<file path="config.mk">
export PLATFORM = sky130hd
export DESIGN_NAME = p405s_dcdbrpredecq
export DESIGN_NICKNAME = d
export VERILOG_FILES = /design/src/rtl/p405s_dcdbrpredecq.sv
export SDC_FILE = /design/constraint.sdc
export NUM_CORES = 1
export LEC_CHECK = 0
export ABC_AREA = 1
export CAP_MARGIN = 10
export CORE_ASPECT_RATIO = 0.7
export CORE_MARGIN = 5
export CORE_UTILIZATION = 24
export DETAILED_ROUTE_END_ITERATION = 6
export SLEW_MARGIN = 10
export SYNTH_ARGS = -nofsm -noshare
export SYNTH_HDL_FRONTEND = slang
export SYNTH_SLANG_ARGS = --single-unit
</file>
<file path="constraint.sdc">
create_clock -name CB -period 2.7 [get_ports CB]
set_clock_uncertainty 0.15 [all_clocks]
set_input_delay 0.405 -clock CB [delete_from_list [all_inputs] [get_ports CB]]
set_output_delay 0.405 -clock CB [all_outputs]
set_load 0.01 [all_outputs]
</file>
<file path="src/rtl/p405s_dcdbrpredecq.sv">
// Branch pre-decode queue: classifies b/bc/CR0/mtspr at push, holds tagged entries; optional P405S_DCDBR_HAZARD_EN flags bc behind queued mtspr LR/CTR.
// Latency: 1 cycle push-to-head; occupancy and branch counts are registered.
// Backpressure: dcdReady = not full (state only); a push while full is refused even with a same-cycle pop.
module p405s_dcdbrpredecq #(
    parameter int DEPTH = 4,
    parameter int TAG_W = 4,
    parameter int CNT_W = $clog2(DEPTH + 1)
) (
    input  logic             CB,
    input  logic             reset,
    input  logic [0:31]      ifbInst,
    input  logic [TAG_W-1:0] ifbTag,
    input  logic             ifbValid,
    output logic             dcdReady,
    input  logic             flush,
    input  logic             exeRdy,
    output logic             dcdValid,
    output logic             dcdB,
    output logic             dcdBc,
    output logic             dcdCr0En,
    output logic             dcdMtspr,
    output logic             dcdMtLrCtr,
    output logic             dcdHazard,
    output logic [TAG_W-1:0] dcdTag,
    output logic [CNT_W-1:0] dcdCount,
    output logic [CNT_W-1:0] dcdBrCnt
);

    localparam int AW = $clog2(DEPTH);
    localparam int PW = AW + 1;

    typedef struct packed {
        logic             b;
        logic             bc;
        logic             cr0_en;
        logic             mtspr;
        logic             mtlrctr;
        logic [TAG_W-1:0] tag;
    } entry_t;

    logic [PW-1:0] wptr, rptr;
    logic [AW-1:0] wa, ra;
    logic          full, empty, push, pop;
    entry_t        mem [DEPTH];
    entry_t        din, head;

    logic [5:0] pri_op;
    logic [9:0] sec_op;
    logic [9:0] spr;
    logic       rc;
    logic       unused_rs;

    // IBM bit numbering: the port is declared [0:31] so fields slice directly.
    assign pri_op    = ifbInst[0:5];
    assign sec_op    = ifbInst[21:30];
    assign spr       = ifbInst[11:20];
    assign rc        = ifbInst[31];
    assign unused_rs = ^ifbInst[6:10];

    always_comb begin
        din         = '0;
        din.tag     = ifbTag;
        din.b       = (pri_op == 6'd18);
        // Bit 21 of the XO field is ignored so bclr and bcctr both decode as bc.
        din.bc      = (pri_op == 6'd16) ||
                      ((pri_op == 6'd19) && (sec_op[8:0] == 9'b000010000));
        din.cr0_en  = (rc && (pri_op inside {6'd4, 6'd20, 6'd21, 6'd23, 6'd29, 6'd31})) ||
                      (pri_op inside {6'd13, 6'd28, 6'd29});
        din.mtspr   = (pri_op == 6'd31) && (sec_op == 10'b0111010011);
        din.mtlrctr = din.mtspr && ((spr == 10'b0100000000) || (spr == 10'b0100100000));
    end

    assign wa    = wptr[AW-1:0];
    assign ra    = rptr[AW-1:0];
    assign full  = (wptr[AW] != rptr[AW]) && (wa == ra);
    assign empty = (wptr == rptr);
    assign push  = ifbValid & ~full & ~flush;
    assign pop   = exeRdy & ~empty & ~flush;
    assign head  = mem[ra];

    always_ff @(posedge CB or posedge reset) begin
        if (reset) begin
            wptr     <= '0;
            rptr     <= '0;
            dcdCount <= '0;
            dcdBrCnt <= '0;
        end else if (flush) begin
            wptr     <= '0;
            rptr     <= '0;
            dcdCount <= '0;
            dcdBrCnt <= '0;
        end else begin
            if (push) wptr <= wptr + PW'(1);
            if (pop)  rptr <= rptr + PW'(1);
            dcdCount <= dcdCount + CNT_W'(push) - CNT_W'(pop);
            dcdBrCnt <= dcdBrCnt + CNT_W'(push & (din.b | din.bc))
                                 - CNT_W'(pop & (head.b | head.bc));
        end
    end

    // Payload storage needs no reset; the head is masked while empty.
    always_ff @(posedge CB) begin
        if (push) mem[wa] <= din;
    end

`ifdef P405S_DCDBR_HAZARD_EN
    logic [CNT_W-1:0] lrctr_cnt;
    logic             hz_mem [DEPTH];

    always_ff @(posedge CB or posedge reset) begin
        if (reset) begin
            lrctr_cnt <= '0;
        end else if (flush) begin
            lrctr_cnt <= '0;
        end else begin
            lrctr_cnt <= lrctr_cnt + CNT_W'(push & din.mtlrctr) - CNT_W'(pop & head.mtlrctr);
        end
    end

    // Pre-edge count: an mtspr leaving in this same cycle still counts as in flight.
    always_ff @(posedge CB) begin
        if (push) hz_mem[wa] <= din.bc & (lrctr_cnt != '0);
    end

    assign dcdHazard = ~empty & hz_mem[ra];
`else
    assign dcdHazard = 1'b0;
`endif

    assign dcdReady   = ~full;
    assign dcdValid   = ~empty;
    assign dcdB       = ~empty & head.b;
    assign dcdBc      = ~empty & head.bc;
    assign dcdCr0En   = ~empty & head.cr0_en;
    assign dcdMtspr   = ~empty & head.mtspr;
    assign dcdMtLrCtr = ~empty & head.mtlrctr;
    assign dcdTag     = {TAG_W{~empty}} & head.tag;

endmodule
</file>
==> run summary <==
The run finished with clean final reports. The peak supply drop was 0.2810 mV; the via count of the first global-routing pass was 1892. The tools report the number of clock sinks as 48. Leading area contributor after synthesis: sky130_fd_sc_hd__edfxtp_1. No sink is reached through more buffers than the 2 on the longest clock path. The maximum clock rate is 391.7 MHz, and the share of the clock period used by the worst path is 94.55%.

By area, the combinational part of the netlist is dominated by simple AND/OR/NAND/NOR gates. At the pin with the least slew margin, the transition time is 0.5189 ns. The logs give 254 for the instance count of the mapped netlist and 24.45% for the starting density of the core.

For the number of nets in the layout, the log shows 382. Counting cells, the worst reg-to-reg path comes to 12. Leaving out fill and tap cells, the most frequent cells in the layout are sky130_fd_sc_hd__clkdlybuf4s50_1, sky130_fd_sc_hd__nand2_1, sky130_fd_sc_hd__edfxtp_1. Once placement finished, the instance area stood at 3312 µm². The area share of xor/xnor cells in the synthesized design is 2.083%. The tools report the endpoint of the worst register-to-register path as dcdBrCnt[2]. Number of clock buffers inserted by TritonCTS: 5. The run gives 0 as the initial antenna violation count.

After detailed routing, the number of remaining DRC violations is 0. The area of the mapped netlist was 2522 µm². The pin count of the biggest net entering global routing is 16. The number of standard cells in the final layout excluding fillers was 463. Sorting the synthesized cells by area gives the leading types as sky130_fd_sc_hd__edfxtp_1, sky130_fd_sc_hd__dfrtp_1, sky130_fd_sc_hd__nand2_1. The run gives 4330 µm as the placed wire-length estimate. Across the whole layout, storage elements account for 1381 µm². The logs give 0 for the remaining global-route overflow and 0 for the final antenna diode count. The layout cell share with drive strength beyond 1 is 16.01%.

The total count of max-transition violations in the final report was 0; the number of warnings reported in the yosys synthesis log was 0. Buffers placed on the I/O ports in this run total 51. Dividing the detail-routed via count by the number of cells gives 4.266. The number of fillers in the final layout was 1063; the number of failing setup endpoints in the final timing report was 0. Type of element capturing the critical path: an output port. Compared with the post-synthesis result, the final layout area differs by 37.80%. Clock-pin slew was measured on the worst setup and hold paths at 0.06 ns.

From left edge to right edge, the die measures 132.5 µm. The tools report the number of max-cap violations as 0. The most common library cell in the layout ignoring fill and taps is sky130_fd_sc_hd__clkdlybuf4s50_1. The cell sitting at the root of the clock tree is a sky130_fd_sc_hd__clkbuf_16. For this block, the initial DRC count from the detailed router was 61. Post-synthesis cell type count: 29. Summed over all cells, the static leakage comes to 0.001540 µW. Height of the chip: 95.78 µm. At the end of routability-driven placement, the weighted congestion stood at 0.7396.

The total number of vias is 1975, and the final standard cell area without fillers is 3476 µm². Sequential elements use 54.76% of the synthesized area. TritonCTS built the clock tree. For the hold violation count in the final report, the log shows 0.

When the netlist entered floorplanning its net count stood at 306. The worst setup path is launched from a flip-flop. The post-synthesis compound-gate area fraction came out at 5.655%. In this run the critical register-to-register path is launched from rptr[0].

The synthesized design devotes to its leading area cell type 42.86% of total area. The H-tree was split into 2 levels. The largest driver fanout on the critical path came out at 12. The basic-gate share of the synthesized area counting and, or, nand and nor cells was 22.87%; the total power was 1997 µW. Setup repair after global routing could not meet its margin everywhere. For the first-pass iteration count of the detailed router, the log shows 4.

STA puts the critical path data arrival time at 2.00 ns. The count of nets left with antenna violations after detail routing is 0. The number of placement rows is 31, and the register bit total from synthesis is 48. Summing all multi-input logic gate instances after layout gives 935.9 µm². After Yosys synthesis, full adders, half adders and majority gates account for 6.052% of the synthesized area. The number of cells after detailed placement is 454. For the floorplan die area, the log shows 12690 µm².

The run gives 59 as the count of pins on the block boundary. The clock latency reported for the late side of the worst-skew pair is 0.29 ns. Power spread over the standard cell area amounts to 574.5 nW/µm². The worst register-to-register path has a setup slack of 0.26 ns. Cells fill 33.69% of the core in the end. Measured against the total synthesized area, the mux share comes to 0%.

The tools report the global-route wire length before repair as 9487 µm. The critical path is of the flip-flop to output port type. The required time at the endpoint of the critical path is 2.14 ns. The total area inside the core boundary comes to 10320 µm².

For the total detailed-routing wirelength, the log shows 5910 µm. The worst pin sits at a relative slew slack of 65.37%. The number of hold buffers added after CTS was 0.

In this run the worst hold path is classified as primary input to async pin. A synthesized cell averages 9.931 µm². For the global-route usage over all layers, the log shows 9.777%. The minimum clock period after layout is 2.553 ns. In the final routed layout, each cell accounts on average for 12.76 µm.
-- cell usage after synthesis --
| cell type | number |
|---|---|
| sky130_fd_sc_hd__o22ai_1 | 7 |
| sky130_fd_sc_hd__buf_6 | 5 |
| sky130_fd_sc_hd__xor2_1 | 4 |
| sky130_fd_sc_hd__or2_2 | 1 |
| sky130_fd_sc_hd__inv_2 | 2 |
| sky130_fd_sc_hd__fa_1 | 2 |
| sky130_fd_sc_hd__nand4_1 | 11 |
| sky130_fd_sc_hd__nor2_1 | 36 |
| sky130_fd_sc_hd__xnor2_1 | 2 |
| sky130_fd_sc_hd__edfxtp_1 | 36 |
| sky130_fd_sc_hd__nand2_2 | 6 |
| sky130_fd_sc_hd__buf_4 | 1 |
| sky130_fd_sc_hd__inv_1 | 35 |
| sky130_fd_sc_hd__o21ai_1 | 2 |
| sky130_fd_sc_hd__nand3_1 | 11 |
| sky130_fd_sc_hd__nor3_1 | 2 |
| sky130_fd_sc_hd__a21oi_2 | 1 |
| sky130_fd_sc_hd__dfrtp_1 | 12 |
| sky130_fd_sc_hd__buf_2 | 2 |
| sky130_fd_sc_hd__ha_1 | 9 |
| sky130_fd_sc_hd__conb_1 | 1 |
| sky130_fd_sc_hd__nand3_2 | 4 |
| sky130_fd_sc_hd__o21ai_0 | 13 |
| sky130_fd_sc_hd__nor2_2 | 1 |
| sky130_fd_sc_hd__o211ai_1 | 1 |
| sky130_fd_sc_hd__nand3_4 | 3 |
| sky130_fd_sc_hd__nor3b_1 | 1 |
| sky130_fd_sc_hd__nand2_1 | 42 |
| sky130_fd_sc_hd__o21bai_1 | 1 |
-- per-layer routing --
layer	part of all wire, %	wire [µm]	GRT usage (%)
met5	0	0	0
met3	4.6	271	3.187
met4	1.5	89	3.633
met1	48	2847	12.59
met2	46	2703	15.53
-- where the power goes --
| group | internal, µW | total [µW] | switching, µW |
|---|---|---|---|
| clock | 342 | 612 | 271 |
| sequential | 830 | 858 | 27.8 |
| combinational | 263 | 526 | 263 |
| total | 1440 | 2000 | 561 |
-- critical path, cell delays in order, from the launching register on --
cell and delay [ns]:
sky130_fd_sc_hd__dfrtp_1 0.45, sky130_fd_sc_hd__inv_4 0.14, sky130_fd_sc_hd__buf_4 0.20, sky130_fd_sc_hd__nor2_1 0.05
sky130_fd_sc_hd__o22ai_1 0.21, sky130_fd_sc_hd__nand2_1 0.07, sky130_fd_sc_hd__inv_1 0.05, sky130_fd_sc_hd__clkdlybuf4s50_1 0.52
-- how the worst max path moves through the flow --
| stage | start | to | slack, ns | depth (start not counted) |
|---|---|---|---|---|
| finish | rptr[0] | dcdMtLrCtr | 0.15 | 7 |
| global route | ifbInst[26] | dcdBrCnt[2] | -0.02 | 15 |
| CTS | rptr[0] | dcdB | 0.08 | 8 |
| detailed placement | ifbInst[26] | dcdBrCnt[2] | -0.17 | 15 |
| global placement | ifbInst[26] | dcdBrCnt[2] | -0.09 | 15 |
| floorplan | wptr[0] | dcdBrCnt[2] | 0.45 | 14 |
-- sequential cells by signal (all words and copies together), names as in the netlist --
| register | count |
|---|---|
| mem | 36 |
| rptr | 3 |
| dcdCount | 3 |
| wptr | 3 |
| dcdBrCnt | 3 |
-- area by class of cell --
type,instances,area share [%]
Sequential cell,48,39.74
Multi-Input combinational cell,161,26.93
Timing Repair Buffer,77,20.41
Tap cell,132,4.752
Inverter,37,4.068
Clock buffer,5,3.600
Clock inverter,3,0.5040
-- cell families after synthesis --
group,Yosys count
flops,48
compound gates,25
buf+inv,45
xor+xnor,6
simple gates,118
fa+ha+maj,11
other cells,1
-- metrics by stage --
| step | TNS (ns) | hold WS, ns | worst slack (ns) |
|---|---|---|---|
| after global routing | -0.02095 | 0.3717 | -0.02095 |
| after global placement | -0.1219 | 0.4312 | -0.09396 |
| after floorplan | 0 | 0.1197 | 0.4470 |
| after detailed placement | -0.2683 | 0.4393 | -0.1693 |
| final | 0 | 0.2978 | 0.1471 |
| after CTS | 0 | 0.3184 | 0.08285 |
-- timing repair --
item,CTS,global route
gates resized for setup,0,4
setup buffers,0,1
setup endpoints to repair,0,3
Power figures use the tool's default switching activity.
